<file path="src/rtl/mem_req_ctrl.sv">
// Purpose: arbitrates a fetch read stream and a load/store stream onto a 1W/2R synchronous memory.
// Latency: fetch data one cycle after if_req; load data one cycle after acceptance; stores are performed in the acceptance cycle.
// Backpressure: fetch is never stalled; load/store stalls (ls_ready=0) while a load response waits for ls_rack.
module mem_req_ctrl #(
    parameter int ADDR_W = 11,
    parameter int DATA_W = 32
) (
    input  logic              clk,
    input  logic              resetn,
    // fetch port
    input  logic              if_req,
    input  logic [ADDR_W-1:0] if_adrs,
    output logic              if_rvalid,
    output logic [DATA_W-1:0] if_rdata,
    // load/store port
    input  logic              ls_req,
    input  logic              ls_we,
    input  logic [ADDR_W-1:0] ls_adrs,
    input  logic [DATA_W-1:0] ls_wdata,
    output logic              ls_ready,
    output logic              ls_rvalid,
    output logic [DATA_W-1:0] ls_rdata,
    input  logic              ls_rack,
    // memory side
    output logic [ADDR_W-1:0] w_adrs,
    output logic [DATA_W-1:0] data_in,
    output logic              w_en,
    output logic [ADDR_W-1:0] r_adrs1,
    output logic              r_en1,
    input  logic [DATA_W-1:0] data_out1,
    output logic [ADDR_W-1:0] r_adrs2,
    output logic              r_en2,
    input  logic [DATA_W-1:0] data_out2
);

    typedef enum logic {
        IDLE = 1'b0,
        RESP = 1'b1
    } state_t;

    state_t            state_q, state_d;
    logic              first_q, first_d;     // first cycle of a load response: data comes straight from memory
    logic [DATA_W-1:0] resp_q, resp_d;       // held load data while waiting for ls_rack
    logic              if_vld_q, if_vld_d;
    logic              fwd_q, fwd_d;         // fetch collided with a same-address store last cycle
    logic [DATA_W-1:0] fwd_dat_q, fwd_dat_d;

    logic ls_acc;

    // Request-side handshake and memory port drive; all gated by reset so nothing reaches memory in reset.
    always_comb begin
        ls_ready = resetn & ((state_q == IDLE) | ls_rack);
        ls_acc   = ls_req & ls_ready;

        w_en     = ls_acc & ls_we;
        w_adrs   = ls_adrs;
        data_in  = ls_wdata;

        r_en2    = ls_acc & ~ls_we;
        r_adrs2  = ls_adrs;

        r_en1    = if_req & resetn;
        r_adrs1  = if_adrs;
    end

    // Next-state logic for the load response FSM and the fetch pipeline stage.
    always_comb begin
        state_d   = state_q;
        first_d   = 1'b0;
        resp_d    = resp_q;
        if_vld_d  = r_en1;
        fwd_d     = r_en1 & w_en & (w_adrs == if_adrs);
        fwd_dat_d = fwd_d ? ls_wdata : fwd_dat_q;

        // Memory read data is only valid in the first response cycle, so capture it then.
        if ((state_q == RESP) && first_q) begin
            resp_d = data_out2;
        end

        case (state_q)
            IDLE: begin
                if (r_en2) begin
                    state_d = RESP;
                    first_d = 1'b1;
                end
            end
            RESP: begin
                if (ls_rack) begin
                    if (r_en2) begin
                        state_d = RESP;
                        first_d = 1'b1;
                    end else begin
                        state_d = IDLE;
                    end
                end
            end
            default: state_d = IDLE;
        endcase
    end

    // Response outputs; forced low during reset so a dropped load never shows a response.
    always_comb begin
        ls_rvalid = resetn & (state_q == RESP);
        if (!ls_rvalid) begin
            ls_rdata = '0;
        end else if (first_q) begin
            ls_rdata = data_out2;
        end else begin
            ls_rdata = resp_q;
        end

        if_rvalid = resetn & if_vld_q;
        if (!if_rvalid) begin
            if_rdata = '0;
        end else if (fwd_q) begin
            if_rdata = fwd_dat_q;
        end else begin
            if_rdata = data_out1;
        end
    end

    // State registers with synchronous active-low reset.
    always_ff @(posedge clk) begin
        if (!resetn) begin
            state_q   <= IDLE;
            first_q   <= 1'b0;
            resp_q    <= '0;
            if_vld_q  <= 1'b0;
            fwd_q     <= 1'b0;
            fwd_dat_q <= '0;
        end else begin
            state_q   <= state_d;
            first_q   <= first_d;
            resp_q    <= resp_d;
            if_vld_q  <= if_vld_d;
            fwd_q     <= fwd_d;
            fwd_dat_q <= fwd_dat_d;
        end
    end

endmodule
</file>
<file path="config.mk">
export PLATFORM = sky130hd
export DESIGN_NAME = mem_req_ctrl
export DESIGN_NICKNAME = d
export VERILOG_FILES = /design/src/rtl/mem_req_ctrl.sv
export SDC_FILE = /design/constraint.sdc
export NUM_CORES = 1
export LEC_CHECK = 0
export ABC_AREA = 1
export CAP_MARGIN = 30
export CORE_MARGIN = 5
export CORE_UTILIZATION = 39
export DETAILED_ROUTE_END_ITERATION = 8
export PLACE_DENSITY_LB_ADDON = 0.08
export SLEW_MARGIN = 20
export SYNTH_ARGS = -nofsm -noshare
export SYNTH_HDL_FRONTEND = slang
export SYNTH_SLANG_ARGS = --single-unit
export TNS_END_PERCENT = 1
</file>
<file path="constraint.sdc">
create_clock -name clk -period 1.5 [get_ports clk]
set_clock_uncertainty 0.05 [all_clocks]
set_input_delay 0.15 -clock clk [delete_from_list [all_inputs] [get_ports clk]]
set_output_delay 0.15 -clock clk [all_outputs]
set_load 0.03 [all_outputs]
</file>
# After elaboration in Yosys (flattened, before gate mapping)
# Index checks and enable logic that the tools add are counted.
# totals
input_bits	124
output_inout_bits	135
ff_bits	68
elab_cells	29
# op_classes
bitwise	12
n_reduce_logical	1
n_eq_ne	1
mux	9
# ops
cell	n
32-bit 2-to-1 mux	4
11-bit == test	1
1-bit bitwise AND	9
1-bit one-hot mux with 2 select lines	2
1-bit 2-to-1 mux	3
1-bit inverter	2
1-bit logical AND	1
1-bit bitwise OR	1

# Longest topological paths before layout
# Gate-level depths: netlist of the first run.
# logic_depth
word_depth	8
depth_mapped	11
mapped_depth_nobuf	10

# Worst setup path after synthesis of the first run
# OpenSTA, ideal clock, no wires.
# synth_path
kind	register to register
start	register state_q
end	register fwd_dat_q[10]
setup_ns	0.064
synth_period_minus_slack_ns	1.563
t_required_ns	1.386
setup_slack_ns	-0.063
arrival_time_ns	1.449
path_stages_with_launch	9
n_path_buf	1
cell_sequence	dfxtp_1 nand2_1 nand3_2 nor2_2 nand3_1 nor2_4 buf_6 nor2_1 nor2_1
# synth_via
elab_chain_cells	7
# synth_lines
element	line_no	rtl
start, declared	41	state_t state_q, state_d;
start signal, assigned	132	state_q <= state_d;
1-bit inverter	--	
1-bit bitwise OR	52	ls_ready = resetn & ((state_q == IDLE) | ls_rack);
1-bit bitwise AND	52	
1-bit bitwise AND	53	ls_acc = ls_req & ls_ready;
1-bit bitwise AND	55	w_en = ls_acc & ls_we;
via w_en	27	output logic w_en,
1-bit bitwise AND (2 in a row)	72	fwd_d = r_en1 & w_en & (w_adrs == if_adrs);
end signal, assigned	137	fwd_dat_q <= fwd_dat_d;
end, declared	46	logic [DATA_W-1:0] fwd_dat_q, fwd_dat_d;
# The timed path passes the listed nets, and every way through them passes these cells.
# A chain may end at the register's enable or synchronous reset.

# Worst setup path in the final report of the first run
# layout_path
start	register first_q
end	output ls_rdata[4]
# layout_via
elab_chain_cells	2
# layout_lines
element	line_no	rtl
start, declared	42	logic first_q, first_d;
start signal, assigned	133	first_q <= first_d;
32-bit 2-to-1 mux	106	end else if (first_q) begin
32-bit 2-to-1 mux	104	if (!ls_rvalid) begin
end, declared	22	output logic [DATA_W-1:0] ls_rdata,
# Every way passes these cells.

==> results.sh, run 1 <==
export IMPL_tightest_slew_ns=0.260
export IMPL_finalSetupViolCount=33
export IMPL_rows=38
export IMPL_crit_type="reg -> out"
export IMPL_clk_latency_ns=0.32
export IMPL_ys_warn_count=0
export IMPL_ys_types=22
export IMPL_cp_max_fo=7
export IMPL_crit_arrival_ns=1.38
export IMPL_cp_slowest_cell="dfxtp_4"
export IMPL_grt_max_degree=34
export IMPL_cts_root_buf="clkbuf_16"
export IMPL_end_kind="primary output"
export IMPL_setup_ws_ns=-0.0771
export IMPL_start_kind="flip-flop"
export IMPL_synth_edf_count=0
export IMPL_grt_pass1_vias=5013
export IMPL_busiest_layer="met2"
export IMPL_synth_top_area_share_pct=31.0
export IMPL_numCtsBuffers=9
export IMPL_syn_nets=866
export IMPL_hold_path_class="in -> reg"
export IMPL_syn_area_per_cell_um2=5.93
export IMPL_maxCapViolCount=0
export IMPL_synth_seq_cells=68
export IMPL_status="finished, violations left"
export IMPL_ys_async_sr_fraction_pct=0
export IMPL_die_h_um=116
export IMPL_most_common_layout_cells="203 x nand2_1, 138 x nor2_1, 113 x buf_4, 100 x clkdlybuf4s50_1, 65 x dfxtp_1"
export IMPL_violations="setup timing"
export IMPL_cp_cell_sequence="inv_6 -> buf_12 -> buf_12 -> nand2_2 -> a21oi_2 -> buf_6"
export IMPL_min_period_ns=1.58
export IMPL_ir_worst_vdd_v=0.000496
export IMPL_drive_gt1_share_pct=30.9
export IMPL_core_um2=10900
export IMPL_grt_use_met3_pct=5.13
export IMPL_wl_per_cell_um=14.5
export IMPL_max_freq_ghz=0.634
export IMPL_finalNetCount=1087
export IMPL_multi_input_area_um2=2430
export IMPL_synthTopCellsByArea="dfxtp_1 31%, nand2_1 18%, nor2_1 12%"
export IMPL_slowest_delay_ns=0.37
export IMPL_dieArea_um2=13500
export IMPL_synth_seq_area_share_pct=31.0
export IMPL_antenna_found_initial=0
export IMPL_final_cells=1108
export IMPL_clockBufferDepth=2
export IMPL_drcViolationCount=0
export IMPL_pwr_density_cell_nw_per_um2=696
export IMPL_via_count=5295
export IMPL_critical_path_most_common_cell="buf_12"
export IMPL_dp_hpwl_mm=11.2
export IMPL_period_share_pct=105
export IMPL_grtUsageMet2_pct=38.7
export IMPL_initial_utilization_pct=40.2
export IMPL_slew_headroom_pct=82.6
export IMPL_grt_first_pass_wirelength_mm=23.5
export IMPL_cts_tree="done"
export IMPL_place_gp_congestion=0.833
export IMPL_yosysTopAreaCell="dfxtp_1"
export IMPL_path_buf_inv=4
export IMPL_insertedDiodeCount=0
export IMPL_syn2layout_area_growth_pct=77.1
export IMPL_port_buffer_count=258
export IMPL_htree_levels=3
export IMPL_cp_required_ns=1.30
export IMPL_synth_flop_cell="dfxtp_1"
export IMPL_grt_met1_usage_pct=24.9
export IMPL_ant_nets=0
export IMPL_first_pass_iters=5
export IMPL_clk_pin_slew_ns=0.05
export IMPL_leakage_nw=3.60
export IMPL_track_usage_pct=21.3
export IMPL_viasPerCell=4.78
export IMPL_wirelength_mm=16.1
export IMPL_rsz0062_at_grt="yes"
export IMPL_die_x_um=116
export IMPL_seqCellArea_um2=1370
export IMPL_placed_cells=1083
export IMPL_drt_iter0_markers=290
export IMPL_path_delay_family="buffers and inverters"
export IMPL_grt_overflow_total=0
export IMPL_slew_viol_final=0
export IMPL_hold_viol=0
export IMPL_nFillCells=881
export IMPL_layout_cells_most_common="nand2_1"
export IMPL_synth_area_um2=4400
export IMPL_place_ws_ns=-0.300
export IMPL_netlist_instances=742
export IMPL_ioPinCount=259
export IMPL_cts_sinks=68
-- worst reg2reg max path, stage by stage (launching register included) --
cell     delay (ns)
dfxtp_4        0.36
a21oi_2        0.16
nand3_1        0.11
nor2_2         0.17
buf_12         0.20
nand3_1        0.11
nand2_1        0.07
nor2_1         0.04
-- logic make-up (layout without fill, tap and decap cells) --
family / after synthesis / after routing / share of synthesized area (%)
buffers and inverters: 174 / 400 / 21.5
and+or+nand+nor: 399 / 399 / 35.8
AOI/OAI and AO/OA: 100 / 100 / 11.6
xor gates and xnor gates: 1 / 1 / 0.199
DFF: 68 / 68 / 31.0
-- repair_timing --
action | 4_1_cts | 5_1_grt
setup buffers | 3 | 0
setup endpoints to repair | 65 | 97
resized for setup | 44 | 146
hold buffers | 0 | 0
pin swaps | 0 | 20
cloned | 4 | 3
hold endpoints to repair | 0 | 0
-- path summary, 6_finish.rpt --
path,cells after the start,endpoint,startpoint,slack [ns]
max,6,ls_rdata[4],first_q,-0.08
min,3,state_q,resetn,0.13
max reg2reg,7,fwd_dat_q[21],state_q,0.13
min reg2reg,2,fwd_dat_q[19],fwd_dat_q[19],0.43
-- per-stage QoR --
step / power (mW) / TNS (ns) / cell area (um^2) / hold WS [ns] / utilization, %
detailed placement: 3.08 / -9.04 / 6610 / 0.422 / 60.5
finish: 5.42 / -1.09 / 7790 / 0.134 / 71.2
global route: 5.60 / -3.76 / 7790 / 0.154 / 71.2
global placement: 3.07 / -8.04 / 6610 / 0.411 / 60.5
CTS: 5.40 / -2.30 / 7230 / 0.108 / 66.2
floorplan: 2.50 / -3.69 / 4410 / 0.172 / -
-- flip-flops by register name, indices dropped and copies added (netlist names) --
register / flops
fwd_dat_q: 32
state_q: 1
resp_q: 32
first_q: 1
fwd_q: 1
if_vld_q: 1
-- final cells by class --
type                    instances  share of cell area [%]
repair buffers                317                    41.4
multi-input cells             500                    31.2
flip-flops and latches         68                    17.6
inverters                      67                    3.36
clock buffers                  10                    3.07
well taps                     140                    2.25
clock inverters                 6                    1.11
-- synthesized netlist by cell type, types with 2 or more instances --
master,count
buf_2,4
a21oi_1,66
buf_4,65
buf_1,3
a21oi_2,2
clkbuf_1,29
buf_6,6
o21ai_0,32
nand2_1,213
nor2_2,3
inv_1,66
nor2_1,141
nand3_1,36
dfxtp_1,68
-- power by group --
group          switching, mW  internal [mW]
logic                  0.670          0.637
clock network          0.790           1.50
registers             0.0103           1.81
-- metal layers --
metal	vias up	share of wire (%)
li1	2672	-
met1	2378	39
met2	228	51
met3	17	8.8
met4	0	1.4
met5	-	0
(Power assumes the default switching activity.)
==> run 2, diff against run 1 <==
Settings changed: CELL_PAD_IN_SITES_DETAIL_PLACEMENT set to 1, CELL_PAD_IN_SITES_GLOBAL_PLACEMENT set to 2, CORE_UTILIZATION 39 to 18.
==> run 2 against run 1 <==
Compared with the run above: the run still ends with setup timing left; clock power barely moved; hold slack got worse by 0.023 ns; cell area up 9.4%; cell count is 18% higher; non-clock buffer count rose by 18; first-iteration DRC count decreased by 57%; sequential power hardly changed; via count grew 2.4%; die area is 100% higher; register-to-register slack got worse by 0.13 ns; count of clock-buffer cells in the layout is 1 higher; highest routed layer unchanged; maximum frequency fell by 2.2%.
==> results.sh, run 2 (synthesis results as in run 1) <==
export IMPL_status="finished, violations left"
export IMPL_violations="setup timing"
export IMPL_ant_nets=0
export IMPL_rsz0062_at_grt="yes"
export IMPL_first_pass_iters=4
export IMPL_finalNetCount=1105
export IMPL_nFillCells=2898
export IMPL_seqCellArea_um2=1370
export IMPL_rrSetupSlack_ns=0
export IMPL_viasPerCell=4.14
export IMPL_rows=57
export IMPL_hold_viol=0
export IMPL_r2r_start="state_q"
export IMPL_finalSetupViolCount=65
export IMPL_most_common_layout_cells="175 x nand2_1, 137 x nor2_1, 122 x buf_4, 101 x clkdlybuf4s50_1"
export IMPL_slew_viol_final=0
export IMPL_grt_max_degree=34
export IMPL_setup_ws_ns=-0.112
export IMPL_hold_ws_ns=0.110
export IMPL_cts_hold_buf=0
export IMPL_cp_required_ns=1.30
export IMPL_grt_first_pass_wirelength_mm=31.2
export IMPL_htree_levels=3
export IMPL_endpoint="if_rdata[15]"
export IMPL_grt_overflow_total=0
export IMPL_clockBufferDepth=2
export IMPL_initial_utilization_pct=18.2
export IMPL_ir_worst_vdd_v=0.000476
export IMPL_die_x_um=166
export IMPL_cts_tree="done"
export IMPL_ioPinCount=259
export IMPL_drive_gt1_share_pct=35.3
export IMPL_grt_pass1_vias=5864
export IMPL_reg_top3="fwd_dat_q (32), resp_q (32)"
export IMPL_placed_area_um2=6940
export IMPL_dp_hpwl_mm=14.4
export IMPL_post_route_util_pct=35.2
export IMPL_multi_input_area_um2=2680
export IMPL_ff2ff_path_depth=8
export IMPL_cts_root_buf="clkbuf_16"
export IMPL_tightest_slew_ns=0.306
export IMPL_pwr_density_cell_nw_per_um2=644
export IMPL_period_share_pct=107
export IMPL_min_period_ns=1.61
export IMPL_layout_cells_most_common="nand2_1"
export IMPL_end_kind="primary output"
export IMPL_slew_headroom_pct=79.6
export IMPL_via_count=5420
export IMPL_cp_max_fo=7
export IMPL_antenna_found_initial=0
export IMPL_crit_start="fwd_q"
export IMPL_port_buffer_count=258
export IMPL_drt_iter0_markers=126
export IMPL_hold_path_class="in -> reg"
export IMPL_core_um2=24200
export IMPL_syn2layout_area_growth_pct=93.7
export IMPL_insertedDiodeCount=0
export IMPL_wirelength_mm=21.5
export IMPL_place_gp_congestion=0.744
export IMPL_crit_arrival_ns=1.41
export IMPL_maxCapViolCount=0
export IMPL_max_freq_ghz=0.620
export IMPL_numCtsBuffers=9
export IMPL_wl_per_cell_um=16.4
export IMPL_place_ws_ns=-0.445
export IMPL_clk_pin_slew_ns=0.06
export IMPL_rr_endpoint="fwd_dat_q[0]"
export IMPL_clk_latency_ns=0.34
export IMPL_dieArea_um2=27700
export IMPL_finish_instance_area_um2=8520
export IMPL_drcViolationCount=0
export IMPL_start_kind="flip-flop"
export IMPL_die_h_um=166
export IMPL_leakage_nw=3.80
export IMPL_crit_type="reg -> out"
export IMPL_cts_sinks=68
export IMPL_track_usage_pct=13.9
==> run 2: final cells by class <==
cell class                 count  share of cell area (%)
tap                          324                    4.76
clock buffer                  11                    2.97
multi-input combinational    500                    31.4
timing repair buffer         335                    40.9
sequential                    68                    16.1
clock inverter                 5                   0.705
inverter                      67                    3.13
==> run 2: what timing repair did <==
action / CTS / global route
gates cloned: 6 / 10
pin swaps: 9 / 40
buffers inserted: 2 / 1
resized for setup: 122 / 123
setup endpoints to repair: 99 / 99
==> run 2: how the worst min path moves through the flow <==
| stage | startpoint | to | slack (ns) | depth (start not counted) |
|---|---|---|---|---|
| 6_report | resetn | state_q | 0.11 | 3 |
| 5_1_grt | resetn | state_q | 0.13 | 3 |
| 4_1_cts | resetn | state_q | 0.08 | 3 |
| 3_5_place_dp | fwd_dat_q[6] | fwd_dat_q[6] | 0.42 | 2 |
| 3_3_place_gp | resp_q[8] | resp_q[8] | 0.41 | 2 |
| 2_1_floorplan | ls_we | first_q | 0.17 | 1 |
==> run 2: worst max-delay path: stages (launching register included) <==
cell and delay, ns:
dfxtp_4 0.47, clkbuf_16 0.22, nand2_2 0.07, a21oi_2 0.15
buf_6 0.15
==> run 2: power breakdown <==
part	internal, mW	switching [mW]	leakage (nW)	total [mW]
combinational	0.669	0.724	3.10	1.39
clock	1.38	0.886	0.152	2.27
sequential	1.81	0.0103	0.551	1.82
total	3.87	1.62	3.80	5.49
==> run 2: metal layers <==
metal | GRT usage, % | wire length, um
met1 | 16.7 | 9190
met2 | 24.4 | 10700
met3 | 3.69 | 1340
met4 | 3.56 | 265
met5 | 0 | 0
==> run 2: stage by stage <==
step	power, mW	std cells	TNS, ns
after floorplan	2.50	742	-3.69
after global placement	3.13	1277	-12.43
after detailed placement	3.14	1277	-13.37
after CTS	5.56	1301	-5.46
after global routing	5.73	1310	-9.98
final	5.49	1310	-4.03
==> run 3, diff against run 2 <==
Settings changed: CELL_PAD_IN_SITES_DETAIL_PLACEMENT 1 to unset, CELL_PAD_IN_SITES_GLOBAL_PLACEMENT 2 to unset, CORE_UTILIZATION 18 to 39.
==> results of run 3 <==
Same layout as run 1: the final DEF is identical, and so are final timing and power.
